**src/rtl/rf_pkg.sv**
```systemverilog
// rf_pkg: shared defaults and write-back source indices for the bypassing register file.
package rf_pkg;
  localparam int RF_XLEN = 32;
  localparam int RF_NREG = 32;
  localparam int RF_NRD  = 2;
  localparam int RF_NSRC = 3;
  localparam int SRC_IEU = 0;
  localparam int SRC_LSU = 1;
  localparam int SRC_PC  = 2;
endpackage

```
**src/rtl/rf_scoreboard.sv**
```systemverilog
// rf_scoreboard: per-register busy bits with set/clear and per-port hazard lookup.
module rf_scoreboard #(
  parameter int NREG = 32,
  parameter int NRD  = 2
) (
  input  logic                          clk,
  input  logic                          reset,
  input  logic                          sb_set,
  input  logic [$clog2(NREG)-1:0]       sb_set_addr,
  input  logic                          sb_clr,
  input  logic [$clog2(NREG)-1:0]       sb_clr_addr,
  input  logic [NRD*$clog2(NREG)-1:0]   rs_addr,
  output logic [NRD-1:0]                rs_busy
);
  localparam int AW = $clog2(NREG);
  logic [NREG-1:0] r_busy;
  logic [NREG-1:0] w_next;
  // set is applied after clear so a same-cycle set wins; x0 is forced idle
  always_comb begin
    w_next = r_busy;
    if (sb_clr) w_next[sb_clr_addr] = 1'b0;
    if (sb_set) w_next[sb_set_addr] = 1'b1;
    w_next[0] = 1'b0;
  end
  always_ff @(posedge clk) r_busy <= reset ? '0 : w_next;
  for (genvar i = 0; i < NRD; i++) begin : g_port
    logic [AW-1:0] w_a;
    assign w_a = rs_addr[i*AW +: AW];
    assign rs_busy[i] = r_busy[w_a] & ~(sb_clr && sb_clr_addr == w_a);
  end
endmodule

```
**src/rtl/rf_bypass_sb.sv**
```systemverilog
// rf_bypass_sb: register file with priority write-back select, write-to-read bypass
// and a busy scoreboard for long-latency results.
module rf_bypass_sb
  import rf_pkg::*;
#(
  parameter int XLEN = RF_XLEN,
  parameter int NREG = RF_NREG,
  parameter int NRD  = RF_NRD,
  parameter int NSRC = RF_NSRC,
  parameter int AW   = $clog2(NREG)
) (
  input  logic                 clk,
  input  logic                 reset,
  input  logic [NRD*AW-1:0]    rs_addr,
  output logic [NRD*XLEN-1:0]  rs_data,
  output logic [NRD-1:0]       rs_busy,
  input  logic [AW-1:0]        rd_addr,
  input  logic [NSRC-1:0]      wb_valid,
  input  logic [NSRC*XLEN-1:0] wb_data,
  input  logic                 sb_set,
  input  logic [AW-1:0]        sb_set_addr,
  input  logic                 sb_clr,
  input  logic [AW-1:0]        sb_clr_addr,
  output logic                 wb_conflict
);
  logic [XLEN-1:0] r_mem [1:NREG-1];
  logic            w_rd_we;
  logic [XLEN-1:0] w_rd_data;
  logic            r_conflict;
  assign w_rd_we = |wb_valid;
  // later iterations overwrite earlier ones, giving the highest index priority
  always_comb begin
    w_rd_data = '0;
    for (int s = 0; s < NSRC; s++)
      if (wb_valid[s]) w_rd_data = wb_data[s*XLEN +: XLEN];
  end
  always_ff @(posedge clk)
    if (!reset && w_rd_we && rd_addr != '0) r_mem[rd_addr] <= w_rd_data;
  for (genvar i = 0; i < NRD; i++) begin : g_rd
    logic [AW-1:0]   w_a;
    logic [XLEN-1:0] r_rs;
    assign w_a = rs_addr[i*AW +: AW];
    always_ff @(posedge clk)
      r_rs <= reset ? '0 : (w_a == '0) ? '0 : (w_rd_we && rd_addr == w_a) ? w_rd_data : r_mem[w_a];
    assign rs_data[i*XLEN +: XLEN] = r_rs;
  end
  always_ff @(posedge clk) r_conflict <= reset ? 1'b0 : ($countones(wb_valid) > 1);
  assign wb_conflict = r_conflict;
  rf_scoreboard #(.NREG(NREG), .NRD(NRD)) u_sb (
    .clk         (clk),
    .reset       (reset),
    .sb_set      (sb_set),
    .sb_set_addr (sb_set_addr),
    .sb_clr      (sb_clr),
    .sb_clr_addr (sb_clr_addr),
    .rs_addr     (rs_addr),
    .rs_busy     (rs_busy)
  );
endmodule
```
**config.mk**
```make
export PLATFORM = sky130hd
export DESIGN_NAME = rf_bypass_sb
export DESIGN_NICKNAME = d
export VERILOG_FILES = /design/src/rtl/rf_pkg.sv /design/src/rtl/rf_scoreboard.sv /design/src/rtl/rf_bypass_sb.sv
export SDC_FILE = /design/constraint.sdc
export NUM_CORES = 2
export LEC_CHECK = 0
export CAP_MARGIN = 20
export CORE_UTILIZATION = 45
export DETAILED_ROUTE_END_ITERATION = 8
export GPL_TIMING_DRIVEN = 0
export SYNTH_ARGS = -nofsm -noshare
export SYNTH_HDL_FRONTEND = slang
export SYNTH_SLANG_ARGS = --single-unit
```
**constraint.sdc**
```tcl
create_clock -name clk -period 3.45 [get_ports clk]
set_clock_uncertainty 0.15 [all_clocks]
set_input_delay 0.8625 -clock clk [delete_from_list [all_inputs] [get_ports clk]]
set_output_delay 0.8625 -clock clk [all_outputs]
set_load 0.03 [all_outputs]
```
==> impl_results.md <==
* VDD IR max at around 0.42 mV
* Max Cap Viol at 0
* First-pass GRT wire length at around 260,000 µm
* Yosys warning count at 0
* Initial Utilization at 0.454
* Status: finished, violations left
* Fmax at between 0.2 and 0.3 GHz
* Failing checks: setup timing
* Netlist cell types at 55
* Routed via count at approximately 35,000
* Critical path required time at 2.44 ns
* Placed Cells at between 4,000 and 5,000
* Drt total wl at 188,000 µm
* Endpoints failing setup at 4
* Synth area leader: edfxtp_1
* Number of enable flip-flop cells after synthesis at between 900 and 1,000
* Cell Rows at about 120
* Final Util at 0.555
* Min Hold Slack at roughly 0.35 ns
* Unrepaired setup endpoints after global routing: true
* Share of cells above drive strength 1 at 0.269
* Clock Latency Late Sink at 0.71 ns
* HP Class: reg2reg
* Post-Layout Cell Count at between 5,000 and 6,000
* Post-Syn Nets at between 3,000 and 4,000
* Post-route minimum period at between 3 and 4 ns
* Yosys reg bits at between 1,000 and 1,500
* Final setup margin at -0.150 ns
* Root buffer cell: clkbuf_16
* Met2 routed WL at between 80,000 and 90,000 µm
* DP Wirelength at around 130,000 µm
* Top-area cell type share of the netlist area at 0.583
* Met1 wire length at 71,300 µm
* Nets at 3,721
* Crit path kind: in2out
* TritonCTS clock tree: yes
* H-tree levels at 3
* Final GP Congestion at about 0.94
* GRT Total Usage at 0.322
* Die X at approximately 340 µm
* DRT iter0 DRCs at between 5,000 and 6,000
* Setup total negative slack at -0.317 ns
* Overflow after GRT at 0
* Clk slew on worst S/H paths at ~0.06 ns
* Largest net degree at the start of global routing at 34
* Clk sinks at approximately 1,100
* Antenna violations before repair at 12
* Seq/Total Area, Yosys at 0.620
* Crit. End Element: primary output
* Number of port buffers at 177
* P&R area growth vs syn at 22.1%
* Num CTS Buffers at 115
* Pwr per Cell Area at between 500 and 600 nW/µm²
* Fin. Hold Viols at 0
* IO Pins at 195
* Cell Area, Synth at slightly above 50,000 µm²
* Slew HR at 0.254
* Final Slew Violations at 0
* CORE AREA at 112,000 µm²
* Vias in the first global route at ~35,000
* Critical Path Fanout Max at 8
* Leak Pwr at approximately 0.02 µW
* Avg Cell Area, Syn at ~16 µm²
* Top Layer Used: met5
* Most used flip-flop cell after synthesis: edfxtp_1
* Syn Inst Count at around 3,100
* Die area at about 110,000 µm²
* Clock Tree Buf Depth at 3
* Antenna Nets Post-Route at 0
* Startpoint types: input port
* Top cells by area in the synthesized netlist: edfxtp_1 (58%), mux4_2 (15%), mux2i_1 (6.9%)
* Hold Buf Count CTS at 0
* Ys async rst share at 0
* Drt via density at 6.70
* Chip height at approximately 340 µm
* Final period util at 1.04
* Worst-margin pin slew at about 1.1 ns
* Total Power at between 30,000 and 40,000 µW
* Critical path arrival at between 2 and 3 ns
* # DRC at 0
* Pre-antenna DRT Iters at 8
* Met3 Wirelength at 21,500 µm
* Wire per inst at 36.1 µm
[through the flow]
| step | instance area (µm²) | setup WS [ns] |
|---|---|---|
| 2_1_floorplan | 51200 | -0.110 |
| 3_3_place_gp | 54800 | -3.83 |
| 3_5_place_dp | 56700 | -2.74 |
| 4_1_cts | 61800 | -0.413 |
| 5_1_grt | 62400 | -0.177 |
| 6_report | 62400 | -0.150 |
[cell families after synthesis]
| group | after synthesis | synth area share |
|---|---|---|
| adder cells (fa/ha/maj) | 1 | 0.000245 |
| flip-flops | 1088 | 0.620 |
| multiplexers | 727 | 0.225 |
| AO/OA/AOI/OAI | 634 | 0.0896 |
| buffers and inverters | 276 | 0.0284 |
| AND/OR/NAND/NOR | 376 | 0.0327 |
| XOR/XNOR | 20 | 0.00343 |
[state kept, by name, indices dropped and copies added (netlist names)]
register     cells
u_sb.r_busy     31
r_mem          992
wb_conflict      1
g_rd.r_rs       64
[Yosys cell counts, types with 3 or more instances]
library cell / number
nor3_1: 11
or2_1: 4
a221oi_1: 48
nor2_1: 107
xnor2_1: 7
a21oi_1: 81
buf_4: 23
o221ai_1: 22
or3_1: 3
nand3b_1: 10
mux4_2: 334
o22ai_1: 33
a21o_1: 32
buf_12: 7
o21ai_1: 21
buf_1: 13
edfxtp_1: 992
or3b_2: 4
o21ai_0: 76
a2111oi_1: 9
and3_1: 3
a211oi_1: 128
nor3b_1: 4
dfxtp_1: 96
a2bb2oi_1: 14
a22o_1: 32
clkbuf_1: 157
a2111oi_0: 21
mux2i_1: 350
nand3_1: 48
buf_2: 52
a2111oi_2: 3
a221oi_2: 12
nand2_1: 151
a22oi_1: 96
mux2_2: 42
nor2b_1: 5
buf_6: 17
xor2_1: 13
nand2b_1: 20
[power by group]
part	internal, µW	leakage, µW	switching (µW)
clock	7520	0.00190	5240
sequential	14700	0.00916	85.9
combinational	1440	0.00935	2420
[final cells by class]
class,count,area [µm²]
fillers,8768,50100
flip-flops and latches,1088,31700
multi-input cells,1761,18700
repair buffers,362,4360
clock buffers,158,3290
well taps,1500,1880
plain buffers,260,1850
clock inverters,58,584
inverters,4,18.8
diodes,4,10.0
[worst paths after layout]
kind,start,endpoint,slack (ns),depth (start not counted)
setup / recovery,rs_addr[5],rs_busy[1],-0.15,9
hold / removal,u_sb.r_busy[27],u_sb.r_busy[27],0.35,2
setup reg to reg,r_mem[30][22],g_rd[1].r_rs[22],0.79,5
hold reg to reg,u_sb.r_busy[27],u_sb.r_busy[27],0.35,2
[what timing repair did]
item | CTS | global route
setup buffers | 59 | 55
resized for setup | 157 | 79
pin swaps | 36 | 7
endpoints found under the setup margin | 1639 | 82
cloned | 2 | 2
[layer usage]
metal  GRT usage  vias to the layer above
met1       0.437                    18200
met2       0.506                     2329
met5           0                        -
met3      0.0767                      363
li1            -                    13900
met4       0.114                        8
[layout by cell type, fill, tap and decap left out, types with 20 or more instances in the layout]
cell type        netlist  routed
buf_8                  2      25
o221ai_1              22      22
a22o_1                32      32
dfxtp_1               96      96
buf_4                 23     114
buf_12                 7      60
clkbuf_16              0     126
a221oi_1              48      40
nand2b_1              20      20
o21ai_0               76      44
nand3_1               48      47
a22oi_1               96      93
nor2_1               107      75
a21oi_1               81      79
buf_16                 0      32
a2111oi_0             21      20
edfxtp_1             992     992
mux4_2               334     334
nand2_1              151     150
clkdlybuf4s50_1        0     170
a211oi_1             128     122
a21o_1                32      32
mux2i_1              350     346
nor2_4                 0      32
o22ai_1               33      32
clkbuf_1             157     145
mux2_2                42      42
clkinv_2               0      23
buf_2                 52      39
[critical path, stage by stage]
cell and delay (ns):
buf_12 0.12, buf_12 0.15, buf_16 0.16, buf_16 0.15, mux2i_1 0.15, o21ai_2 0.27
nor3_4 0.07, a2111oi_4 0.40, buf_4 0.23
(Power assumes the default switching activity.)
